$ cat src/rtl/id_ex_stage.sv
// ID/EX pipeline register with load-use hazard detection and bubble counter.
// Ports: clk_i/rst_i, stall_i/flush_i, ID_* in, EX_* out, hazard/PC/IF_ID enables, bubble_cnt_o.
module id_ex_stage #(
    parameter int DW   = 32,
    parameter int CNTW = 16
) (
    input  logic            clk_i,
    input  logic            rst_i,
    input  logic            stall_i,
    input  logic            flush_i,
    input  logic            ID_RegWrite_i,
    input  logic            ID_MemtoReg_i,
    input  logic            ID_MemRead_i,
    input  logic            ID_MemWrite_i,
    input  logic            ID_ALUSrc_i,
    input  logic            ID_RegDst_i,
    input  logic [1:0]      ID_ALUOp_i,
    input  logic [DW-1:0]   ID_RSdata_i,
    input  logic [DW-1:0]   ID_RTdata_i,
    input  logic [DW-1:0]   ID_Imm_i,
    input  logic [4:0]      ID_RSaddr_i,
    input  logic [4:0]      ID_RTaddr_i,
    input  logic [4:0]      ID_RDaddr_i,
    output logic            EX_RegWrite_o,
    output logic            EX_MemtoReg_o,
    output logic            EX_MemRead_o,
    output logic            EX_MemWrite_o,
    output logic            EX_ALUSrc_o,
    output logic            EX_RegDst_o,
    output logic [1:0]      EX_ALUOp_o,
    output logic [DW-1:0]   EX_RSdata_o,
    output logic [DW-1:0]   EX_RTdata_o,
    output logic [DW-1:0]   EX_Imm_o,
    output logic [4:0]      EX_RSaddr_o,
    output logic [4:0]      EX_RTaddr_o,
    output logic [4:0]      EX_RDaddr_o,
    output logic            hazard_o,
    output logic            PCWrite_o,
    output logic            IF_ID_Write_o,
    output logic [CNTW-1:0] bubble_cnt_o
);

    typedef struct packed {
        logic          reg_write;
        logic          mem_to_reg;
        logic          mem_read;
        logic          mem_write;
        logic          alu_src;
        logic          reg_dst;
        logic [1:0]    alu_op;
        logic [DW-1:0] rs_data;
        logic [DW-1:0] rt_data;
        logic [DW-1:0] imm;
        logic [4:0]    rs_addr;
        logic [4:0]    rt_addr;
        logic [4:0]    rd_addr;
    } id_ex_t;

    id_ex_t id_bus;
    id_ex_t ex_q;

    assign id_bus = '{
        reg_write:  ID_RegWrite_i,
        mem_to_reg: ID_MemtoReg_i,
        mem_read:   ID_MemRead_i,
        mem_write:  ID_MemWrite_i,
        alu_src:    ID_ALUSrc_i,
        reg_dst:    ID_RegDst_i,
        alu_op:     ID_ALUOp_i,
        rs_data:    ID_RSdata_i,
        rt_data:    ID_RTdata_i,
        imm:        ID_Imm_i,
        rs_addr:    ID_RSaddr_i,
        rt_addr:    ID_RTaddr_i,
        rd_addr:    ID_RDaddr_i
    };

    // A load writing $zero never creates a real dependency.
    assign hazard_o = ex_q.mem_read
                   && (ex_q.rt_addr != 5'd0)
                   && ((ex_q.rt_addr == ID_RSaddr_i)
                    || (ex_q.rt_addr == ID_RTaddr_i));

    assign PCWrite_o     = !hazard_o;
    assign IF_ID_Write_o = !hazard_o;

    // Bubbles clear addresses too, so forwarding never matches them.
    always_ff @(posedge clk_i or negedge rst_i) begin
        if (!rst_i) begin
            ex_q <= '0;
        end else if (stall_i) begin
            ex_q <= ex_q;
        end else if (flush_i || hazard_o) begin
            ex_q <= '0;
        end else begin
            ex_q <= id_bus;
        end
    end

    // Only load-use bubbles count; flush-only bubbles do not.
    always_ff @(posedge clk_i or negedge rst_i) begin
        if (!rst_i) begin
            bubble_cnt_o <= '0;
        end else if (!stall_i && hazard_o && (bubble_cnt_o != '1)) begin
            bubble_cnt_o <= bubble_cnt_o + 1'b1;
        end
    end

    assign EX_RegWrite_o = ex_q.reg_write;
    assign EX_MemtoReg_o = ex_q.mem_to_reg;
    assign EX_MemRead_o  = ex_q.mem_read;
    assign EX_MemWrite_o = ex_q.mem_write;
    assign EX_ALUSrc_o   = ex_q.alu_src;
    assign EX_RegDst_o   = ex_q.reg_dst;
    assign EX_ALUOp_o    = ex_q.alu_op;
    assign EX_RSdata_o   = ex_q.rs_data;
    assign EX_RTdata_o   = ex_q.rt_data;
    assign EX_Imm_o      = ex_q.imm;
    assign EX_RSaddr_o   = ex_q.rs_addr;
    assign EX_RTaddr_o   = ex_q.rt_addr;
    assign EX_RDaddr_o   = ex_q.rd_addr;

endmodule

$ cat config.mk
export PLATFORM = sky130hd
export DESIGN_NAME = id_ex_stage
export DESIGN_NICKNAME = d
export VERILOG_FILES = /design/src/rtl/id_ex_stage.sv
export SDC_FILE = /design/constraint.sdc
export NUM_CORES = 1
export LEC_CHECK = 0
export CAP_MARGIN = 15
export CORE_UTILIZATION = 37
export DETAILED_ROUTE_END_ITERATION = 6
export GPL_ROUTABILITY_DRIVEN = 0
export PLACE_DENSITY = 0.77
export SYNTH_ARGS = -nofsm -noshare
export SYNTH_HDL_FRONTEND = slang
export SYNTH_SLANG_ARGS = --single-unit
$ cat constraint.sdc
create_clock -name clk_i -period 2.1 [get_ports clk_i]
set_input_delay 0.21 -clock clk_i [delete_from_list [all_inputs] [get_ports clk_i]]
set_output_delay 0.21 -clock clk_i [all_outputs]
set_load 0.005 [all_outputs]
After elaboration in Yosys (flattened, before gate mapping). Cells that the tools add are included.

Register bits after elaboration: 135. Bits of input ports: 123. Output and inout port bits: 138. Logic and storage cells: 28.

Add/subtract/negate cells: 1. Eq/ne operators: 3. Muxes and demuxes: 1. Reduce and logical (&&, ||, !) cells: 9.

Operator list (number): 2-to-1 mux 119 bit (1); adder 16 x 1 -> 16 bit, second input constant (1); != test 16 bit, second input constant (1); equality test 5 bit (2); nonzero test 5 bit (1); logical AND 1 bit (4); zero test 1 bit (2); logical OR 1 bit (2).

Depth between registers and ports, before layout.
Depth after elaboration: 5. Depth in mapped cells: 7.

Worst setup path before layout. No wires, ideal clock.

Path type: register -> register. From: reg ex_q (netlist bit EX_RTaddr_o[1]). To: reg ex_q (netlist bit EX_ALUOp_o[0]). Arrival: 1908 ps. Slack: 126 ps. Cell stages (with the launch flop): 8. Path buffers: 2. Clock period less this slack: 1974 ps. Path through: dfrtp_1 or4_1 o21ai_2 inv_2 a211oi_4 buf_12 buf_12 a22o_1.

Cells in the longest elaborated chain, start to end: 5. Elaborated cells between the ends (all ways): 8. Those cells by class: eq/ne: 2; mux: 1; reduce/logical: 5.

RTL lines: from (decl) (RTL line 60) `id_ex_t ex_q;`; from (signal assigned) (RTL line 92) `ex_q <= ex_q;`; from (signal assigned) (RTL line 96) `ex_q <= id_bus;`; equality test 5 bit (tied with other cells) (RTL line 81) `&& ((ex_q.rt_addr == ID_RSaddr_i)`; logical OR 1 bit or logical AND 1 bit (tied branches) (RTL line 82, 80); logical AND 1 bit (*) (RTL line 81); logical OR 1 bit (*) (RTL line 93) `end else if (flush_i || hazard_o) begin`; 2-to-1 mux 119 bit (*) (RTL line 93).

Mark *: on every way between the ends. The rest lies on a longest branch, timed or not. A chain may end at the register's enable or synchronous reset.

Worst setup path after layout.
From: reg ex_q (netlist bit EX_RTaddr_o[2]). To: reg ex_q (netlist bit EX_RTdata_o[1]).

Same word-level chain as after synthesis.

==> metrics.md <==
| Metric | Value |
|---|---|
| CP required | `around 2.4 ns` |
| FILL cells | `a little over 1000` |
| H-tree depth | `4` |
| Post-route cell area | `around 0.0089 sq mm` |
| Port Buffers | `260` |
| Slew Viols, Final | `0` |
| CTS tree | `yes` |
| Synth Warn # | `0` |
| Initial antenna violation count | `0` |
| Placed inst area | `~0.008 sq mm` |
| Status | `finished, violations left` |
| Fin crit share | `101%` |
| Switching power share of the total | `a little under a quarter` |
| Worst relative slew slack | `between 40% and 50%` |
| Die height | `about 120 um` |
| Flops & latches, synth | `approximately 140` |
| NetSw | `between 0.0015 and 0.002 W` |
| Lkg Pwr | `3.85 nW` |
| Flop pwr share | `between 40% and 50%` |
| Reg clk slew, reported paths | `roughly 0.060 ns` |
| Cts bufs inserted | `17` |
| Max-cap viol count | `0` |
| CTS root buffer | `clkbuf_16` |
| Setup Crit Path Kind | `flip-flop to flip-flop` |
| Ys async rst share | `100%` |
| EDFF count, synth | `0` |
| Post-Syn Nets | `around 490` |
| Placed Cells | `797` |
| Hold crit path type | `primary input to flip-flop` |
| Syn-to-layout area delta | `66.8%` |
| Critical path capture point type | `flip-flop` |
| Final Hold Fails | `0` |
| Site Rows | `43` |
| DRC viols | `0` |
| Register area share after synthesis | `63.5%` |
| Failing checks | `negative setup slack` |
| # nets final | `around 780` |
| Post-DP HPWL | `10.5 mm` |
| Chip Width | `around 120 um` |
| Core box area | `between 0.01 and 0.015 sq mm` |
| Data arrival, critical path | `2.46 ns` |
| Synth Cell Area | `around 0.0053 sq mm` |
| Most frequent cells in the layout | `clkdlybuf4s50_1 (255), dfrtp_1 (135), a22o_1 (119), xnor2_1 (23)` |
| Final Setup Violations | `19` |
| Largest net degree at the start of global routing | `slightly above 80` |
| Diodes inserted | `0` |
| Initial Util | `between 30% and 40%` |
| Max VDD drop | `about 0.53 mV` |
| Final WS setup | `-0.0257 ns` |
| Clk pwr share | `just over 40%` |
| Drt wl/cell | `around 19 um` |
| Die area | `0.0149 sq mm` |
| Final Non-Filler Cells | `between 800 and 900` |
| Top-Level Pins | `~260` |
| GR Overflow Total | `0` |
| Final WL | `about 16 mm` |
| Clk sinks | `roughly 140` |
| Mean Syn Cell Area | `14.5 sq um` |
| Internal power | `between 0.005 and 0.006 W` |
| Setup crit start kind | `flip-flop` |
| Vias/cell | `a little over 5` |
| Most common cell after layout, fill and taps aside | `clkdlybuf4s50_1` |
| Cells after Synth | `approximately 370` |
| Vias in the first global route | `4587` |
| DR iter-0 viols | `about 230` |
| Clock Tree Buf Depth | `2` |
| Clk_skew | `0.00688 ns` |
| Clock Latency Late Sink | `0.41 ns` |
| Share of cells above drive strength 1 | `~11%` |
| DRT Pass-1 Iters | `4` |
| Antenna viol nets, final | `0` |
| Gate power share | `17.0%` |
| GRT Util Overall | `between 20% and 30%` |
| Cell variety after synth | `28` |
| Power per cell area | `slightly below 800 mW/mm^2` |
| Vias | `between 4000 and 5000` |
| Worst-margin pin slew | `0.851 ns` |
| Worst Path Max Fanout | `6` |
| Post-synth top flop | `dfrtp_1` |
| Max Freq | `between 400 and 500 MHz` |
| Minimum clock period | `about 2.1 ns` |
| First-pass GRT wire length | `24.4 mm` |
| RSZ-0062 raised after global routing | `true` |
==> cells by family (layout without fill, tap and decap cells) <==
logic type | after synthesis | in the layout | synth area share [%]
flops | 135 | 135 | 63.5
buf+inv | 33 | 330 | 6.05
fa+ha+maj | 1 | 1 | 0.235
mux | 3 | 3 | 0.635
simple gates | 51 | 51 | 5.27
compound gates | 122 | 122 | 20.5
xor+xnor | 23 | 23 | 3.79
==> through the flow <==
| stage | hold slack (ns) | total power (W) | setup TNS, ns | setup slack, ns | util (%) |
|---|---|---|---|---|---|
| 2_1_floorplan | -0.0856 | 0.00332 | 0 | 0.126 | - |
| 3_3_place_gp | 0.212 | 0.00405 | -1.21 | -0.0257 | 57.6 |
| 6_report | 0.313 | 0.00699 | -0.208 | -0.0257 | 63.7 |
| 3_5_place_dp | 0.222 | 0.00408 | -6.13 | -0.0891 | 57.6 |
| 4_1_cts | 0.296 | 0.00705 | -8.29 | -0.106 | 63.6 |
| 5_1_grt | 0.313 | 0.00728 | -8.26 | -0.105 | 63.7 |
==> power by group through the flow <==
stage	Sequential, W	Clock (W)	Combinational (W)
final	0.00292	0.00288	0.00119
after global routing	0.00294	0.00307	0.00127
after CTS	0.00292	0.00293	0.00120
after detailed placement	0.00296	0	0.00112
after global placement	0.00295	0	0.00109
after floorplan	0.00297	0	0.000345
==> synth_stat cells, types with 2 or more instances <==
cell      number  area, sq um
a22o_1       119         1040
inv_1          2         7.51
xnor2_1       23          201
nor3b_1        3         22.5
dfrtp_1      135         3380
nor3_1         2         10.0
buf_6          2         22.5
nand4_1        6         37.5
nand3_1       15         75.1
nand2b_1       2         12.5
nor4_1         3         18.8
nor2_1         4         15.0
or2_1          2         12.5
clkbuf_1      16         60.1
mux2_1         3         33.8
buf_12        11          220
nand3b_1       2         15.0
nand2_1        8         30.0
==> final timing paths <==
path                                       from              end  slack, ns  depth (start not counted)
worst max register to register   EX_RTaddr_o[2]   EX_RTdata_o[1]      -0.03                          9
worst min-delay path                    stall_i  bubble_cnt_o[2]       0.31                          4
worst max-delay path             EX_RTaddr_o[2]   EX_RTdata_o[1]      -0.03                          9
max in group asynchronous                 rst_i  EX_RTdata_o[28]       1.09                          3
min in group asynchronous                 rst_i  bubble_cnt_o[5]       0.34                          2
worst min register to register  bubble_cnt_o[5]  bubble_cnt_o[5]       0.50                          1
==> sequential cells by signal, summed over array words and instances (netlist names) <==
| name | count |
|---|---|
| EX_ALUOp_o | 2 |
| EX_ALUSrc_o | 1 |
| EX_Imm_o | 32 |
| EX_MemRead_o | 1 |
| EX_MemWrite_o | 1 |
| EX_MemtoReg_o | 1 |
| EX_RDaddr_o | 5 |
| EX_RSaddr_o | 5 |
| EX_RSdata_o | 32 |
| EX_RTaddr_o | 5 |
| EX_RTdata_o | 32 |
| EX_RegDst_o | 1 |
| EX_RegWrite_o | 1 |
| bubble_cnt_o | 16 |
==> layout make-up <==
cell class | count | area, sq um | share of cell area, %
Inverter | 3 | 11.3 | 0.127
Clock buffer | 20 | 447 | 5.04
Sequential cell | 135 | 3380 | 38.1
Tap cell | 180 | 225 | 2.54
Clock inverter | 12 | 129 | 1.45
Timing Repair Buffer | 295 | 3050 | 34.3
Multi-Input combinational cell | 200 | 1630 | 18.4
==> timing repair <==
item,4_1_cts,5_1_grt
cloned,6,2
pin swaps,23,10
resized for setup,25,2
hold buffers,1,0
hold endpoints to repair,52,0
buffers inserted,9,0
setup endpoints to repair,98,122
==> worst max-delay path, stage by stage, from the launching register on <==
cell and delay, ns:
dfrtp_1 0.37, or4_4 0.54, o21ai_4 0.16, inv_2 0.06, buf_6 0.12, a211oi_4 0.24, buf_6 0.16, buf_6 0.13
buf_16 0.13, a22o_1 0.13
==> routing by layer <==
layer	GRT usage [%]	share of wire [%]	vias up	wire (um)
met5	0	0	-	0
met4	7.95	1.7	0	278
met3	7.54	8.8	21	1420
met2	37.5	50	190	8130
met1	25.3	39	2136	6350
li1	-	-	1975	-
No activity file was read; power rests on OpenSTA's default activity.
